## config.mk

```make
export PLATFORM = sky130hd
export DESIGN_NAME = pipe_fixed_point_sqrt_stream
export DESIGN_NICKNAME = d
export VERILOG_FILES = /design/src/rtl/pipe_fixed_point_sqrt_stream.sv
export SDC_FILE = /design/constraint.sdc
export NUM_CORES = 1
export LEC_CHECK = 0
export CORE_ASPECT_RATIO = 0.75
export CORE_UTILIZATION = 45
export DETAILED_ROUTE_END_ITERATION = 8
export GPL_TIMING_DRIVEN = 0
export PLACE_DENSITY = 0.66
export SYNTH_ARGS = -nofsm -noshare
export SYNTH_HDL_FRONTEND = slang
export SYNTH_SLANG_ARGS = --single-unit
```

## constraint.sdc

```tcl
create_clock -name i_clk -period 12.2 [get_ports i_clk]
set_input_delay 2.44 -clock i_clk [delete_from_list [all_inputs] [get_ports i_clk]]
set_output_delay 2.44 -clock i_clk [all_outputs]
set_load 0.005 [all_outputs]
```

## src/rtl/pipe_fixed_point_sqrt_stream.sv

```systemverilog
// Pipelined signed fixed-point square root (restoring, BPS root bits per stage) with valid/ready, tag and neg flag.
// Optional FXSQRT_EXACT_EN adds o_out_exact (final remainder zero and no non-zero bits dropped).
module pipe_fixed_point_sqrt_stream #(
  parameter int WII   = 8,
  parameter int WIF   = 8,
  parameter int WOI   = 8,
  parameter int WOF   = 8,
  parameter int ROUND = 1,
  parameter int BPS   = 1,
  parameter int TAGW  = 4
) (
  input  logic                 i_clk,
  input  logic                 i_rstn,
  input  logic                 i_in_valid,
  output logic                 o_in_ready,
  input  logic [WII+WIF-1:0]   i_in,
  input  logic [TAGW-1:0]      i_in_tag,
  output logic                 o_out_valid,
  input  logic                 i_out_ready,
  output logic [WOI+WOF-1:0]   o_out,
  output logic [TAGW-1:0]      o_out_tag,
  output logic                 o_overflow,
  output logic                 o_neg_err
`ifdef FXSQRT_EXACT_EN
  ,
  output logic                 o_out_exact
`endif
);

  localparam int WI  = WII + WIF;
  localparam int WO  = WOI + WOF;
  localparam int WRI = (WII + 1) / 2;
  localparam int NR  = WRI + WIF;
  localparam int WR  = 2 * NR;
  localparam int S   = (NR + BPS - 1) / BPS;
  localparam int SHL = (WOF > WIF) ? (WOF - WIF) : 0;
  localparam int SHR = (WIF > WOF) ? (WIF - WOF) : 0;
  localparam int WW  = (((NR + SHL + 1) > WO) ? (NR + SHL + 1) : WO) + 1;

  localparam logic [WW-1:0] HALF = (ROUND != 0 && SHR > 0) ? WW'((2 ** SHR) / 2) : '0;
  localparam logic [WW-1:0] MAXP = WW'({(WO-1){1'b1}});

  typedef struct packed {
    logic [WR-1:0] rem;
    logic [NR-1:0] root;
  } st_t;

  // Stage k retires root bits NR-1-k*BPS downward; positions below 0 are the zero padding of the last stage.
  function automatic st_t f_iter(input st_t a, input int unsigned k);
    logic [WR-1:0] rem;
    logic [NR-1:0] q;
    logic [WR:0]   t;
    int            p;
    st_t           r;
    rem = a.rem;
    q   = a.root;
    for (int unsigned j = 0; j < BPS; j++) begin
      p = NR - 1 - (int'(k) * BPS + int'(j));
      if (p >= 0) begin
        t = ((WR+1)'(q) << (p + 1)) | ((WR+1)'(1) << (2 * p));
        if (t <= {1'b0, rem}) begin
          rem = rem - t[WR-1:0];
          q   = q | (NR'(1) << p);
        end
      end
    end
    r.rem  = rem;
    r.root = q;
    return r;
  endfunction

`ifndef FXSQRT_EXACT_EN
  function automatic logic [NR-1:0] f_root(input st_t a, input int unsigned k);
    st_t r;
    r = f_iter(a, k);
    return r.root;
  endfunction
`endif

  logic            w_en;
  logic            w_neg;
  logic [WR-1:0]   w_rad;
  logic            r_vld [0:S];
  logic [TAGW-1:0] r_tag [0:S];
  logic            r_neg [0:S];
  st_t             r_st  [0:S-1];
  logic [NR-1:0]   w_root_l;
`ifdef FXSQRT_EXACT_EN
  st_t             r_last;
  assign w_root_l = r_last.root;
`else
  logic [NR-1:0]   r_root_l;
  assign w_root_l = r_root_l;
`endif

  assign w_en       = !o_out_valid || i_out_ready;
  assign o_in_ready = w_en;
  assign w_neg      = i_in[WI-1];
  assign w_rad      = w_neg ? '0 : (WR'(i_in[WI-2:0]) << WIF);

  always_ff @(posedge i_clk) begin
    if (!i_rstn) begin
      for (int unsigned s = 0; s <= S; s++) begin
        r_vld[s] <= 1'b0;
        r_tag[s] <= '0;
        r_neg[s] <= 1'b0;
      end
      for (int unsigned s = 0; s < S; s++) r_st[s] <= '0;
`ifdef FXSQRT_EXACT_EN
      r_last <= '0;
`else
      r_root_l <= '0;
`endif
    end else if (w_en) begin
      r_vld[0]     <= i_in_valid;
      r_tag[0]     <= i_in_tag;
      r_neg[0]     <= w_neg;
      r_st[0].rem  <= w_rad;
      r_st[0].root <= '0;
      for (int unsigned s = 1; s <= S; s++) begin
        r_vld[s] <= r_vld[s-1];
        r_tag[s] <= r_tag[s-1];
        r_neg[s] <= r_neg[s-1];
      end
      for (int unsigned s = 1; s < S; s++) r_st[s] <= f_iter(r_st[s-1], s - 1);
`ifdef FXSQRT_EXACT_EN
      r_last <= f_iter(r_st[S-1], S - 1);
`else
      r_root_l <= f_root(r_st[S-1], S - 1);
`endif
    end
  end

  logic [WW-1:0] w_ext;
  logic [WW-1:0] w_scaled;
  logic          w_ovf;
  logic [WO-1:0] w_res;

  always_comb begin
    w_ext    = WW'(w_root_l) << SHL;
    w_scaled = (w_ext + HALF) >> SHR;
    w_ovf    = !r_neg[S] && (w_scaled > MAXP);
    w_res    = '0;
    if (!r_neg[S]) w_res = w_ovf ? MAXP[WO-1:0] : w_scaled[WO-1:0];
  end

`ifdef FXSQRT_EXACT_EN
  localparam logic [NR-1:0] DROPM = NR'((2 ** SHR) - 1);
  logic w_exact;
  logic r_exact;
  always_comb begin
    w_exact = (r_last.rem == '0) && ((w_root_l & DROPM) == '0) && !w_ovf && !r_neg[S];
  end
  assign o_out_exact = r_exact;
`endif

  logic            r_ovalid;
  logic [WO-1:0]   r_out;
  logic [TAGW-1:0] r_otag;
  logic            r_ovf;
  logic            r_oneg;

  always_ff @(posedge i_clk) begin
    if (!i_rstn) begin
      r_ovalid <= 1'b0;
      r_out    <= '0;
      r_otag   <= '0;
      r_ovf    <= 1'b0;
      r_oneg   <= 1'b0;
`ifdef FXSQRT_EXACT_EN
      r_exact  <= 1'b0;
`endif
    end else if (w_en) begin
      r_ovalid <= r_vld[S];
      r_out    <= w_res;
      r_otag   <= r_tag[S];
      r_ovf    <= w_ovf;
      r_oneg   <= r_neg[S];
`ifdef FXSQRT_EXACT_EN
      r_exact  <= w_exact;
`endif
    end
  end

  assign o_out_valid = r_ovalid;
  assign o_out       = r_out;
  assign o_out_tag   = r_otag;
  assign o_overflow  = r_ovf;
  assign o_neg_err   = r_oneg;

endmodule

```

# [After elaboration in Yosys (flattened, before gate mapping)]
# Memories as Yosys holds them, arrays and structs flattened. A register that Yosys moved wholly into a read port is not among the register bits.
# Cells that the tools add are included.
[word_totals] reg_bits=30 ramBits=510 in_bits=24 output_inout_bits=24 memories=4
[mem_list] memory="r_st" depth=12 word_bits=36 read_ports=12 rd_clocked_by_memory_dff=0 write_ports=12 line="86" rtl="st_t r_st [0:S-1];"
[mem_list] memory="r_tag" depth=13 word_bits=4 read_ports=13 rd_clocked_by_memory_dff=1 write_ports=13 line="84" rtl="logic [TAGW-1:0] r_tag [0:S];"
[mem_list] memory="r_neg" depth=13 word_bits=1 read_ports=13 rd_clocked_by_memory_dff=0 write_ports=13 line="85" rtl="logic r_neg [0:S];"
[mem_list] memory="r_vld" depth=13 word_bits=1 read_ports=13 rd_clocked_by_memory_dff=1 write_ports=13 line="83" rtl="logic r_vld [0:S];"
[op_classes] addsub=11 magnitude_cmp=13 mux=126 n_bitwise=52 n_reduce_logical=6
[op_table] operator="24-bit two-way mux" count=34
[op_table] operator="36-bit two-way mux" count=11
[op_table] operator="12-bit two-way mux" count=24
[op_table] operator="4-bit two-way mux" count=14
[op_table] operator="1-bit bitwise OR" count=52
[op_table] operator="1-bit two-way mux" count=31
[op_table] operator="15-bit two-way mux" count=2
[op_table] operator="13-bit by 24-bit <= comparator with 1-bit output" count=1
[op_table] operator="14-bit by 24-bit <= comparator with 1-bit output" count=1
[op_table] operator="15-bit by 24-bit <= comparator with 1-bit output" count=1
[op_table] operator="16-bit by 24-bit <= comparator with 1-bit output" count=1
[op_table] operator="17-bit by 24-bit <= comparator with 1-bit output" count=1
[op_table] operator="18-bit by 24-bit <= comparator with 1-bit output" count=1
[op_table] operator="19-bit by 24-bit <= comparator with 1-bit output" count=1
[op_table] operator="20-bit by 24-bit <= comparator with 1-bit output" count=1
[op_table] operator="21-bit by 24-bit <= comparator with 1-bit output" count=1
[op_table] operator="22-bit by 24-bit <= comparator with 1-bit output" count=1
[op_table] operator="23-bit by 24-bit <= comparator with 1-bit output" count=1
[op_table] operator="24-bit <= comparator" count=1
[op_table] operator="24-bit by 14-bit subtractor with 24-bit output" count=1
[op_table] operator="24-bit by 15-bit subtractor with 24-bit output" count=1
[op_table] operator="24-bit by 16-bit subtractor with 24-bit output" count=1
[op_table] operator="24-bit by 17-bit subtractor with 24-bit output" count=1
[op_table] operator="24-bit by 18-bit subtractor with 24-bit output" count=1
[op_table] operator="20 further kinds" count=23

# [Longest topological paths before layout]
[depth] ltp_word=6 mapped_depth=11 ltp_nobuf=10

# [Worst setup path after synthesis]
# Ideal clock, no wire load.
[synth_timing] path_type="input port to flip-flop" startpoint="in i_out_ready" endpoint="mem r_neg[0][0] (enable)" arrival_time_ns=8.582 t_required_ns=9.731 setup_slack_ns=1.149 stages=4 n_path_buf=2 cell_sequence="nor2b_1 -> clkbuf_1 -> clkbuf_1 -> nand2_1"
[synth_rtl] item="start: declaration" line="19" rtl="input logic i_out_ready,"
[synth_rtl] item="end: declaration" line="85"

# [Final worst setup path]
[layout_timing] startpoint="in i_out_ready" endpoint="out o_in_ready"
[layout_via] elab_chain_cells=1
[layout_lines] item="1-bit logical OR" line="96" rtl="assign w_en = !o_out_valid || i_out_ready;"
[layout_lines] item="end: declaration" line="15" rtl="output logic o_in_ready,"
# Every way passes these cells.

==> results.py <==
metrics = {
    "outcome": {
        "outcome": "completed",
    },
    "hold_path": {
        "hp-class": "flop to flop",
        "holdCritStartpoint": "o_out[3]$_SDFFE_PN0N_",
    },
    "sta": {
        "period_needed_ns": 6.974,
        "tns_ns": 0,
        "hold_violations": 0,
        "fin_ws_ns": 5.226,
        "period_share_pct": 57.16,
        "setup-violations-final": 0,
        "worst_pin_slew_ns": 0.9566,
        "fin_worst_skew_ns": 0.01417,
        "fmax_mhz": 143.4,
        "slew_headroom_pct": 36.23,
        "rsz0062_at_grt": "no",
        "slew_viol_final": 0,
    },
    "floorplanning": {
        "die_w_um": 236.9,
        "die_area_sq_um": 42220,
        "die_y_um": 178.2,
        "coreArea_sq_um": 40760,
        "row_count": 64,
        "start_util_pct": 45.70,
        "ios": 48,
    },
    "detailed_routing": {
        "wl_um": 40070,
        "drt_iter0_drc": 1224,
        "drt-vias-per-instance": 5.495,
        "wl_per_cell_um": 17.38,
        "ant_nets": 0,
        "dr.pass1.iters": 5,
        "vias": 12666,
        "route.detailed.drc": 0,
    },
    "clock_tree": {
        "tritoncts": "done",
        "clockBufferDepth": 3,
        "cts_hold_buffers": 0,
        "clkTransAtPathRegs_ns": 0.06,
        "ctsResizeCount": 0,
        "clkLatencyLatePin_ns": 0.54,
        "htreeDepth": 2,
        "cts_setup_buffers": 0,
        "numCtsBuffers": 38,
        "root_buffer": "clkbuf_16",
        "clock_sinks": 374,
    },
    "placed_design": {
        "dp_slack_ns": 5.230,
        "dp_hpwl_um": 28430,
        "gp_congestion": 0.8609,
        "io_buffers": 42,
        "dp.cells": 2236,
    },
    "worst_setup_path": {
        "critical_path.top_delay_family": "buffers and inverters",
        "cpMaxStageDelayCell": "clkdlybuf4s50_1",
        "critPathKind": "primary input to output port",
        "worstPathArrival_ns": 4.53,
        "crit_path_start": "i_out_ready",
        "worstPathMaxFanout": 10,
        "cp_cell_sequence": "clkdlybuf4s50_1, nor2b_1, inv_1, clkbuf_1, clkbuf_1, clkdlybuf4s50_1",
        "crit_required_ns": 9.76,
        "end_kind": "output port",
        "start_kind": "primary input",
        "timing.critical_path.buf_inv": 5,
        "r2r_start": "o_out_valid$_SDFFE_PN0N_",
        "cpPeakStageDelay_ns": 0.59,
    },
    "global_routing": {
        "grt_start_max_net_pins": 75,
        "grt_usage_pct": 19.05,
        "grt_pass1_vias": 12238,
        "antenna_found_initial": 0,
        "grt_overflow": 0,
        "grt_pass1_wl_um": 63680,
    },
    "final_layout": {
        "finalNonFillerCells": 2305,
        "final_nets": 1854,
        "diodes": 0,
        "syn2layout_area_growth_pct": 13.36,
        "final_layout_size_suffix_gt1_share_pct": 5.121,
        "n_fill_cell": 3598,
        "fin_util_pct": 51.81,
    },
    "yosys": {
        "synth_seq_cells": 374,
        "synth_warnings": 0,
        "ys.flop_type": "edfxtp_1",
        "synth_edf_count": 334,
        "seq_area_frac_synth_pct": 58.14,
        "synth_cells": 1656,
        "async_reset_ff_share_pct": 0,
        "syn_area_sq_um": 18630,
        "avgSynthCellArea_sq_um": 11.25,
        "synth.distinct_cells": 72,
    },
    "power": {
        "p_leak_nw": 8.716,
        "power_density_nw_per_um2": 218.3,
        "total_power_mw": 4.609,
        "vdd_drop_max_v": 0.00009470,
    },
    "job": {
        "cap_violations": 0,
    },
}
-- per-stage QoR --
step / instance area (sq um) / hold WS (ns)
floorplan: 18650 / 0.4276
global placement: 19730 / 0.4396
detailed placement: 19850 / 0.4423
CTS: 21120 / 0.4506
global route: 21120 / 0.4693
finish: 21120 / 0.4482
-- report_power, final --
part	switching, mW	internal [mW]	total [mW]
Clock	0.490	0.691	1.18
Sequential	0.126	1.64	1.77
Combinational	0.950	0.711	1.66
Total	1.57	3.04	4.61
-- kinds of logic after synthesis --
group	share of synthesized area, %
adder cells (fa/ha/maj)	5.629
other	0.02013
XOR/XNOR	2.868
AO/OA/AOI/OAI	9.297
AND/OR/NAND/NOR	17.79
buffers and inverters	3.997
flip-flops	58.14
multiplexers	2.257
-- Yosys cell counts (4+ instances only) --
| master | number | area share, % |
|---|---|---|
| a31oi_1 | 6 | 0.20 |
| o31ai_1 | 11 | 0.44 |
| clkbuf_1 | 60 | 1.2 |
| nor2b_1 | 19 | 0.64 |
| nand3b_1 | 13 | 0.52 |
| buf_2 | 4 | 0.11 |
| inv_1 | 109 | 2.2 |
| nor4_1 | 15 | 0.50 |
| and3_1 | 111 | 3.7 |
| a21o_1 | 10 | 0.40 |
| nand4_1 | 5 | 0.17 |
| nor3_1 | 25 | 0.67 |
| ha_1 | 79 | 5.3 |
| a21oi_1 | 99 | 2.7 |
| o211ai_1 | 12 | 0.48 |
| a2111oi_0 | 5 | 0.24 |
| nor4b_1 | 12 | 0.56 |
| buf_4 | 6 | 0.24 |
| or4_1 | 17 | 0.69 |
| o21ai_0 | 39 | 1.0 |
| nand3_1 | 16 | 0.43 |
| nand2b_1 | 11 | 0.37 |
| edfxtp_1 | 334 | 54 |
| buf_1 | 6 | 0.12 |
| nor2_1 | 182 | 3.7 |
| and2_1 | 40 | 1.3 |
| or3_1 | 21 | 0.71 |
| o31a_1 | 6 | 0.28 |
| xor2_1 | 12 | 0.56 |
| xnor2_1 | 49 | 2.3 |
| o22ai_1 | 4 | 0.13 |
| nand2_1 | 126 | 2.5 |
| a211oi_1 | 24 | 0.97 |
| or2_2 | 4 | 0.13 |
| mux2i_1 | 42 | 2.3 |
| dfxtp_1 | 40 | 4.3 |
| o21a_1 | 24 | 0.97 |
-- registers in the layout (all words and copies together), names as in the netlist --
signal and count:
o_out 12, o_out_tag 4, o_neg_err 1, r_neg 13, r_st 266, r_tag 52
o_out_valid 1, r_vld 13, r_root_l 12
-- final timing paths --
path                            slack [ns]  cells after the start                          to
worst max-delay path                  5.23                      6                  o_in_ready
worst min-delay path                  0.45                      2       o_out[3]$_SDFFE_PN0N_
worst max register to register        8.77                      6  r_st[0][274]$_SDFFCE_PN0P_
worst min register to register        0.45                      2       o_out[3]$_SDFFE_PN0N_
-- cell usage in the layout, fill, tap and decap left out, drive strengths merged, types with 42 or more instances in the layout --
cell,synthesis,layout
clkdlybuf4s50,0,42
nor2,183,183
a21oi,99,99
edfxtp,334,334
xnor2,49,49
inv,109,109
clkbuf,60,116
mux2i,42,42
and3,111,111
nand2,127,127
ha,79,79
-- layer usage --
metal	share of wire, %	global-route usage, %
met1	49	27.65
met5	0	0
met2	44	29.61
met3	5.3	3.126
met4	1.9	5.060
-- worst register-to-register path, stage by stage (launching register included) --
cell	delay (ns)
dfxtp_1	0.32
nor2b_1	0.27
clkbuf_1	0.63
clkbuf_1	0.46
nand2_4	0.59
buf_16	0.49
buf_16	0.28
-- layout make-up --
class                      instances  area (sq um)  share of cell area [%]
sequential                       374         10830                   51.29
buffer                            78         335.3                   1.588
multi-input combinational       1101          7082                   33.54
clock inverter                    13         133.9                  0.6340
clock buffer                      56          1134                   5.369
inverter                         109         409.1                   1.938
tap                              528         660.6                   3.129
timing repair buffer              46         530.5                   2.512
Power figures use the tool's default switching activity.
